**src/rtl/cmp_sweep_pkg.sv**
```systemverilog
// cmp_sweep_pkg: shared types and helpers for the comparator sweep driver.
//   state_t      - sweep FSM states
//   ERR_CNT_W    - error counter width, ERR_SAT its saturation value
//   idx_to_bus   - interleaves left-aligned A/B operands, MSB pair at bits [1:0]
//   exp_flags    - reference {gt,lt,eq} for an operand pair
package cmp_sweep_pkg;

  typedef enum logic [1:0] {IDLE, SETTLE, CHECK, FIN} state_t;

  localparam int             ERR_CNT_W = 8;
  localparam logic [7:0]     ERR_SAT   = 8'hFF;

  // Widest operand the helpers handle; callers left-align narrower operands
  // so the interleave loop needs no width-dependent indexing.
  localparam int             MAX_OPW   = 8;

  // bus[2i] = A[msb-i], bus[2i+1] = B[msb-i] with operands left-aligned, so
  // the low 2*OPW bits are the interleaved bus for any OPW <= MAX_OPW.
  function automatic logic [2*MAX_OPW-1:0] idx_to_bus(input logic [MAX_OPW-1:0] a_al,
                                                      input logic [MAX_OPW-1:0] b_al);
    logic [2*MAX_OPW-1:0] bus;
    bus = '0;
    for (int i = 0; i < MAX_OPW; i++) begin
      bus[2*i]   = a_al[MAX_OPW-1-i];
      bus[2*i+1] = b_al[MAX_OPW-1-i];
    end
    return bus;
  endfunction

  function automatic logic [2:0] exp_flags(input logic [MAX_OPW-1:0] a,
                                           input logic [MAX_OPW-1:0] b);
    return {a > b, a < b, a == b};
  endfunction

endpackage

```
**src/rtl/cmp_flag_sync.sv**
```systemverilog
// cmp_flag_sync: 2-flop synchronizer for the comparator flag bundle.
//   clk, rst_n - clock, async active-low reset (flops reset to 0)
//   d          - asynchronous flag inputs
//   q          - synchronized flags, two cycles behind d
module cmp_flag_sync #(
  parameter int W = 3
) (
  input  logic         clk,
  input  logic         rst_n,
  input  logic [W-1:0] d,
  output logic [W-1:0] q
);

  logic [W-1:0] meta;

  always_ff @(posedge clk or negedge rst_n) begin
    if (!rst_n) begin
      meta <= '0;
      q    <= '0;
    end else begin
      meta <= d;
      q    <= meta;
    end
  end

endmodule

```
**src/rtl/cmp_sweep_driver.sv**
```systemverilog
// cmp_sweep_driver: exhaustive stimulus/check initiator for an interleaved
// magnitude comparator. On start it walks every A/B pair, waits a settle
// window per vector, samples gt/lt/eq and scores them against a reference.
//   clk, rst_n         - clock, async active-low reset
//   start              - level, accepted in IDLE or FIN
//   cmp_bus            - registered interleaved operands (MSB pair at [1:0])
//   cmp_gt/lt/eq       - comparator flags
//   busy, done, pass   - sweep status; pass valid while done
//   err_cnt            - failing-vector count, saturating at 255
//   fail_a, fail_b     - operands of the first failing vector (0 if none)
// Build option: define CMP_SWEEP_SYNC_EN to pass the flags through a 2-flop
// synchronizer; the settle window grows by two cycles to cover it.
module cmp_sweep_driver
  import cmp_sweep_pkg::*;
#(
  parameter int OPW        = 4,
  parameter int SETTLE_CYC = 2
) (
  input  logic                 clk,
  input  logic                 rst_n,
  input  logic                 start,
  output logic [2*OPW-1:0]     cmp_bus,
  input  logic                 cmp_gt,
  input  logic                 cmp_lt,
  input  logic                 cmp_eq,
  output logic                 busy,
  output logic                 done,
  output logic                 pass,
  output logic [ERR_CNT_W-1:0] err_cnt,
  output logic [OPW-1:0]       fail_a,
  output logic [OPW-1:0]       fail_b
);

  localparam int IW = 2*OPW;
  localparam int CW = 5;
`ifdef CMP_SWEEP_SYNC_EN
  localparam int SETTLE_EFF = SETTLE_CYC + 2;
`else
  localparam int SETTLE_EFF = SETTLE_CYC;
`endif

  state_t               state, state_nxt;
  logic [IW-1:0]        idx;
  logic [CW-1:0]        cnt;
  logic                 accept;

  // ---------------- flag capture ----------------
  logic [2:0] flags_raw, flags;
  assign flags_raw = {cmp_gt, cmp_lt, cmp_eq};

`ifdef CMP_SWEEP_SYNC_EN
  cmp_flag_sync #(.W(3)) u_sync (
    .clk   (clk),
    .rst_n (rst_n),
    .d     (flags_raw),
    .q     (flags)
  );
`else
  assign flags = flags_raw;
`endif

  // ---------------- vector decode / reference ----------------
  logic [OPW-1:0] cur_a, cur_b, nxt_a, nxt_b;
  logic [IW-1:0]  idx_nxt;
  logic [2:0]     flags_exp;
  logic           mismatch, last, settle_done;
  logic [ERR_CNT_W-1:0] err_inc;
  logic [2*MAX_OPW-1:0] bus_full;
  logic [IW-1:0]        bus_nxt;
  logic                 unused_bus_hi;

  assign cur_a       = idx[IW-1:OPW];
  assign cur_b       = idx[OPW-1:0];
  assign idx_nxt     = idx + 1'b1;
  assign nxt_a       = idx_nxt[IW-1:OPW];
  assign nxt_b       = idx_nxt[OPW-1:0];
  assign flags_exp   = exp_flags(MAX_OPW'(cur_a), MAX_OPW'(cur_b));
  // Any deviation (wrong flag, none, or several) is one failing vector.
  assign mismatch    = (flags != flags_exp);
  // Terminal vector is detected before increment so idx never wraps.
  assign last        = &idx;
  assign settle_done = (cnt == CW'(SETTLE_EFF - 1));
  assign err_inc     = (err_cnt == ERR_SAT) ? err_cnt : err_cnt + 1'b1;

  assign bus_full      = idx_to_bus(MAX_OPW'(nxt_a) << (MAX_OPW - OPW),
                                    MAX_OPW'(nxt_b) << (MAX_OPW - OPW));
  assign bus_nxt       = bus_full[IW-1:0];
  assign unused_bus_hi = ^bus_full;

  // ---------------- FSM ----------------
  always_ff @(posedge clk or negedge rst_n) begin
    if (!rst_n) state <= IDLE;
    else        state <= state_nxt;
  end

  always_comb begin
    state_nxt = state;
    accept    = 1'b0;
    case (state)
      IDLE, FIN: if (start) begin
        accept    = 1'b1;
        state_nxt = SETTLE;
      end
      SETTLE:    if (settle_done) state_nxt = CHECK;
      CHECK:     state_nxt = last ? FIN : SETTLE;
      default:   state_nxt = IDLE;
    endcase
  end

  // ---------------- datapath ----------------
  always_ff @(posedge clk or negedge rst_n) begin
    if (!rst_n) begin
      idx     <= '0;
      cnt     <= '0;
      cmp_bus <= '0;
      busy    <= 1'b0;
      done    <= 1'b0;
      pass    <= 1'b0;
      err_cnt <= '0;
      fail_a  <= '0;
      fail_b  <= '0;
    end else if (accept) begin
      idx     <= '0;
      cnt     <= '0;
      cmp_bus <= '0;
      busy    <= 1'b1;
      done    <= 1'b0;
      pass    <= 1'b0;
      err_cnt <= '0;
      fail_a  <= '0;
      fail_b  <= '0;
    end else if (state == SETTLE) begin
      cnt <= cnt + 1'b1;
    end else if (state == CHECK) begin
      if (mismatch) begin
        err_cnt <= err_inc;
        // err_cnt never returns to 0 within a sweep, so zero marks "first".
        if (err_cnt == '0) begin
          fail_a <= cur_a;
          fail_b <= cur_b;
        end
      end
      if (last) begin
        busy <= 1'b0;
        done <= 1'b1;
        pass <= !mismatch && (err_cnt == '0);
      end else begin
        idx     <= idx_nxt;
        cmp_bus <= bus_nxt;
        cnt     <= '0;
      end
    end
  end

endmodule

```
**config.mk**
```make
export PLATFORM = sky130hd
export DESIGN_NAME = cmp_sweep_driver
export DESIGN_NICKNAME = d
export VERILOG_FILES = /design/src/rtl/cmp_sweep_pkg.sv /design/src/rtl/cmp_flag_sync.sv /design/src/rtl/cmp_sweep_driver.sv
export SDC_FILE = /design/constraint.sdc
export NUM_CORES = 1
export LEC_CHECK = 0
export BUFFER_PORTS_ARGS = -buffer_cell sky130_fd_sc_hd__clkbuf_2
export CORE_UTILIZATION = 51
export DETAILED_ROUTE_END_ITERATION = 7
export HOLD_SLACK_MARGIN = 0.03
export PLACE_DENSITY = 0.8
export SYNTH_ARGS = -nofsm -noshare
export SYNTH_HDL_FRONTEND = slang
export SYNTH_SLANG_ARGS = --single-unit
```
**constraint.sdc**
```tcl
create_clock -name clk -period 2.5 [get_ports clk]
set_clock_uncertainty 0.1 [all_clocks]
set_input_delay 0.5 -clock clk [delete_from_list [all_inputs] [get_ports clk]]
set_output_delay 0.5 -clock clk [all_outputs]
set_load 0.03 [all_outputs]
```
* Word-level counts from Yosys, hierarchy flattened *
Index checks and enable logic that the tools add are counted.

word-level totals
  memories kept = 0
  flip-flop bits (word level) = 42
  bits in writable memories = 0
  memory bits (read-only) = 0
  output and inout bits = 27
  bits in latches = 0

operators by class
  equality and inequality tests = 13
  multiply operators = 0
  add/sub/neg operators = 3
  reductions and logical operators = 17
  bitwise operators = 0
  order comparisons = 2
  mux-type cells = 45
  div/mod/pow operators = 0
  shift operators = 0

operators with widths
  operator             count
  $mux 8               13
  $mux 4               10
  $mux 5               4
  $add 8x1->8 const B  2
  $mux 1               14
  $ne 2x2->1 const B   5
  $eq 8x8->1 const B   1
  $logic_not 8->1      1
  $reduce_and 4->1     2
  $reduce_and 8->1     1
  $reduce_bool 2->1    4
  $mux 2               3
  $pmux 2 s3           1
  $reduce_and 3->1     2
  $add 5x1->5 const B  1
  $eq 5x1->1 const B   1
  $eq 2x2->1 const B   2
  $eq 4x4->1           1
  $gt 4x4->1           1
  $lt 4x4->1           1
  $reduce_and 2->1     2
  $ne 3x2->1 const B   1
  $ne 3x3->1           1
  $reduce_bool 3->1    1
  5 further kinds      5

* Depth between registers and ports, before layout *
  depth in word-level cells = 8
  mapped depth = 9

* Least setup slack after synthesis *
No wires, ideal clock.

  kind = register to register
  from = register cmp_bus[1] (netlist name)
  to = register fail_b[3]
  data arrival time = 2382 ps
  data required time = 2279 ps
  cell stages (with the launch flop) = 9
  clock period less this slack = 2603 ps
  buffers on the path = 0
  setup time = 121 ps
  slack = -103 ps
  cells stage by stage = dfrtp_1 inv_1 ha_1 a21o_1 or4_4 nand3_2 nand3_4 o31a_4 a22o_1

RTL lines
  item                  RTL line                 text
  to (signal assigned)  cmp_sweep_driver.sv:140  fail_b <= cur_b;
  to (decl)             cmp_sweep_driver.sv:31   output logic [OPW-1:0] fail_b

==> implementation parameters <==
Parameter                              Value

Global route
  Total congestion overflow ... 0
  Antenna violations before repair ... 0
  Pin count of the biggest net entering global routing ... 22
  Total routing resource utilization after global routing ... 0.2563
  Wire length of the first global-routing pass ... 8266 um
  Via count of the first global-routing pass ... 1,775

STA
  Max-slew violations ... 0
  Worst slew slack as a fraction of its limit ... 0.6534
  Final critical-path required period ... 2.456 ns
  Peak clock frequency supported by timing ... 407.2 MHz
  Count of final setup violators ... 0
  Final count of hold timing violations ... 0
  Worst hold slack across all endpoints ... about 0.072 ns
  Final WS setup ... 0.04449 ns
  Actual slew at the worst max-slew pin ... 0.5199 ns
  Ratio of final minimum period to clock period ... 0.9822

Route
  DRC violations left ... 0
  Number of iterations in the first detailed-routing pass ... 4
  Total via count in the routed design ... 1,876
  Number of nets with antenna violations after detailed routing ... 0
  Iter 0 DRT Violations ... 203
  Final routed wirelength across all metal layers ... slightly below 5000 um
  WL/cell ... 15.81 um
  Post-detailed-route via-to-cell ratio ... roughly 6

Finish
  Net count, final ... 282
  Number of filler cells placed in the layout ... approximately 300
  Count of antenna diodes in the layout ... 0
  Combined area of the multi-input logic cells ... approximately 0.0011 mm^2
  Post-synthesis to final-layout area growth ... 21.96%
  Fraction of final layout cells sized beyond drive strength 1 ... 0.2727
  Area used by sequential logic in the layout ... 853.3 um^2

Die
  Effective utilization at floorplan ... 0.5418
  Die outline area ... approximately 0.0042 mm^2
  Horizontal die dimension ... around 65 um
  Number of top-level pins ... 33
  Number of standard-cell rows in the floorplan ... 22
  Floorplan Core Area ... 0.003744 mm^2
  Die H ... ~65 um

Logic synthesis
  Largest area contributor in the synthesized netlist ... sky130_fd_sc_hd__dfrtp_1
  Most frequent cells after synthesis ... sky130_fd_sc_hd__dfrtp_1, sky130_fd_sc_hd__nand2_1, sky130_fd_sc_hd__o21ai_0, sky130_fd_sc_hd__nor2_1, sky130_fd_sc_hd__inv_1
  Most frequent cell after synthesis ... sky130_fd_sc_hd__dfrtp_1
  Combined area of all synthesized cells ... 0.002028 mm^2
  Yosys top cell area share ... 0.4195
  Proportion of register bits with asynchronous set or reset after synthesis ... 1.000
  Most used flip-flop cell after synthesis ... sky130_fd_sc_hd__dfrtp_1
  Cell types with the largest area share after synthesis ... sky130_fd_sc_hd__dfrtp_1, sky130_fd_sc_hd__ha_1, sky130_fd_sc_hd__nand2_1
  Proportion of synthesized chip area in sequential cells ... 0.4195
  Synth Area per Inst ... 9.433 um^2
  Number of library cell types mapped by synthesis ... 46
  Number of flops mapped to enable cells by yosys ... 0
  Flip-flop and latch count after synthesis ... 34
  Number of warnings printed during yosys synthesis ... 0
  Syn Nets ... 233
  Synthesized netlist cell count ... approximately 220

Worst setup path
  Number of cell instances on the worst register-to-register path ... 8
  Worst Path Buf+Inv ... 1
  Critical path startpoint category ... flip-flop
  Critical path destination ... fail_b[0]
  Reg-to-Reg Start ... cmp_bus[1]
  Start-to-end type of the worst setup path ... reg -> reg
  Data arrival, critical path ... 2.53 ns
  Maximum cell stage delay along the critical path ... 0.49 ns
  Ordered list of cells on the worst path ... inv_1 > ha_4 > a21o_1 > or4_4 > nand3_2 > nand3_4 > o31a_4 > a22o_1
  Slowest stage cell, crit path ... sky130_fd_sc_hd__or4_4
  Number of cells on the critical path ... 8
  Worst r2r dst ... fail_b[0]
  Max Fanout on Critical Path ... 8
  Timing startpoint of the critical path ... cmp_bus[1]
  Crit-path leading delay family ... compound AO/OA/AOI/OAI gates
  Reg2reg setup slack ... 0.04 ns
  Data required time at the worst endpoint ... 2.57 ns
  Capturing element type of the critical path ... flip-flop

Clock tree
  Clock latency on the worst-skew pair ... 0.29 ns
  Cts hold-fix bufs ... 0
  Num Clock Sinks ... 34
  TritonCTS Buffers ... 5
  Longest Clk Path Bufs ... 2
  Clock root buffer ... sky130_fd_sc_hd__clkbuf_8
  H-tree Lvls ... 2
  Clock-pin slew on the worst setup and hold paths ... 0.07 ns
  Clock tree from TritonCTS ... done

Run status
  Run status ... complete, no violations

Power and ir drop
  Part of the power in the clock network ... 0.148
  Static leakage ... 1.151 nW
  Switching power as a share of total power ... 0.4665
  Part of the total power dissipated in combinational logic ... 0.548
  Total power per unit cell area ... 1061 mW/mm^2
  Power Total ... roughly 0.0026 W
  Net switching power ... 0.001224 W
  Internal Dissipation ... 0.001400 W
  Peak ir drop on the vdd network ... 0.6624 mV
  Sequential power share ... 0.304

Place
  HPWL after DPL ... 3571 um
  Post-Place Worst Slack ... 0.05170 ns
  Port-buffer cells ... 32
  Final weighted congestion in routability-driven placement ... 0.9598

Worst hold path
  Worst min-delay path category ... in -> async

Run
  Number of violations of the max-capacitance limit ... 0
## state kept, by name, summed over array words and instances (netlist names)
register,cells
idx,1
fail_b,4
pass,1
cnt,5
busy,1
fail_a,4
state,2
cmp_bus,7
err_cnt,8
done,1
## area by class of cell
type                       instances  share of cell area
inverter                          13             0.01973
tap                               48             0.02428
timing repair buffer              49              0.1163
clock buffer                       7             0.03085
multi-input combinational        161              0.4638
sequential                        34              0.3450
## power by group through the flow
| stage | logic (W) | registers [W] | clock network (W) |
|---|---|---|---|
| floorplan | 0.000836 | 0.000924 | 0 |
| global placement | 0.00134 | 0.000798 | 0 |
| detailed placement | 0.00137 | 0.000804 | 0 |
| CTS | 0.00138 | 0.000795 | 0.000389 |
| global route | 0.00159 | 0.000817 | 0.000406 |
| finish | 0.00144 | 0.000797 | 0.000389 |
## worst reg2reg max path: stages (launching register included)
cell and delay [ns]:
sky130_fd_sc_hd__dfrtp_2 0.40, sky130_fd_sc_hd__inv_1 0.09, sky130_fd_sc_hd__ha_4 0.22, sky130_fd_sc_hd__a21o_1 0.23, sky130_fd_sc_hd__or4_4 0.49, sky130_fd_sc_hd__nand3_2 0.11, sky130_fd_sc_hd__nand3_4 0.11, sky130_fd_sc_hd__o31a_4 0.34
sky130_fd_sc_hd__a22o_1 0.25
## how the worst min path moves through the flow
stage	start	to	slack (ns)
finish	rst_n	state[0]	0.07
global placement	fail_a[2]	fail_a[2]	0.39
detailed placement	fail_b[1]	fail_b[1]	0.39
CTS	rst_n	pass	0.09
global route	rst_n	cnt[2]	0.12
floorplan	rst_n	busy	0.10
## cell families (layout without fill, tap and decap cells)
logic type	Yosys count	after routing	share of synthesized area
mux	4	4	0.02036
xor+xnor	6	6	0.02591
compound gates	63	63	0.2227
simple gates	76	76	0.1999
buf+inv	20	69	0.03763
flops	34	34	0.4195
fa+ha+maj	12	12	0.07403
## cells in the final DEF (no fill, tap or decap), types with 3 or more instances in the layout
cell type,instances
sky130_fd_sc_hd__a21o_1,3
sky130_fd_sc_hd__a21oi_1,11
sky130_fd_sc_hd__a22o_1,9
sky130_fd_sc_hd__a31oi_1,3
sky130_fd_sc_hd__a41oi_1,5
sky130_fd_sc_hd__buf_4,17
sky130_fd_sc_hd__clkbuf_2,32
sky130_fd_sc_hd__clkbuf_8,5
sky130_fd_sc_hd__dfrtp_1,32
sky130_fd_sc_hd__ha_1,10
sky130_fd_sc_hd__inv_1,12
sky130_fd_sc_hd__mux2i_1,3
sky130_fd_sc_hd__nand2_1,27
sky130_fd_sc_hd__nand3_1,10
sky130_fd_sc_hd__nand4_1,3
sky130_fd_sc_hd__nor2_1,14
sky130_fd_sc_hd__nor3_1,5
sky130_fd_sc_hd__o21ai_0,16
sky130_fd_sc_hd__o31ai_1,4
sky130_fd_sc_hd__xor2_1,4
## what timing repair did
| item | CTS | global route |
|---|---|---|
| resized for setup | 0 | 6 |
| endpoints found under the setup margin | 0 | 14 |
| buffers inserted | 0 | 2 |
## metrics by stage
stage / setup TNS [ns] / instances / utilization / cell area [um^2]
2_1_floorplan: 0 / 215 / - / 2031
3_3_place_gp: 0 / 303 / 0.6240 / 2336
3_5_place_dp: 0 / 303 / 0.6240 / 2336
4_1_cts: 0 / 310 / 0.6444 / 2412
5_1_grt: -0.02401 / 312 / 0.6608 / 2474
6_report: 0 / 312 / 0.6608 / 2474
## metal layers
layer | vias to the layer above | track usage | share of wire
met5 | - | 0 | 0
li1 | 893 | - | -
met4 | 0 | 0.1060 | 0.017
met1 | 891 | 0.3462 | 0.45
met2 | 80 | 0.4023 | 0.46
met3 | 12 | 0.04577 | 0.069
No activity file was read; power rests on OpenSTA's default activity.
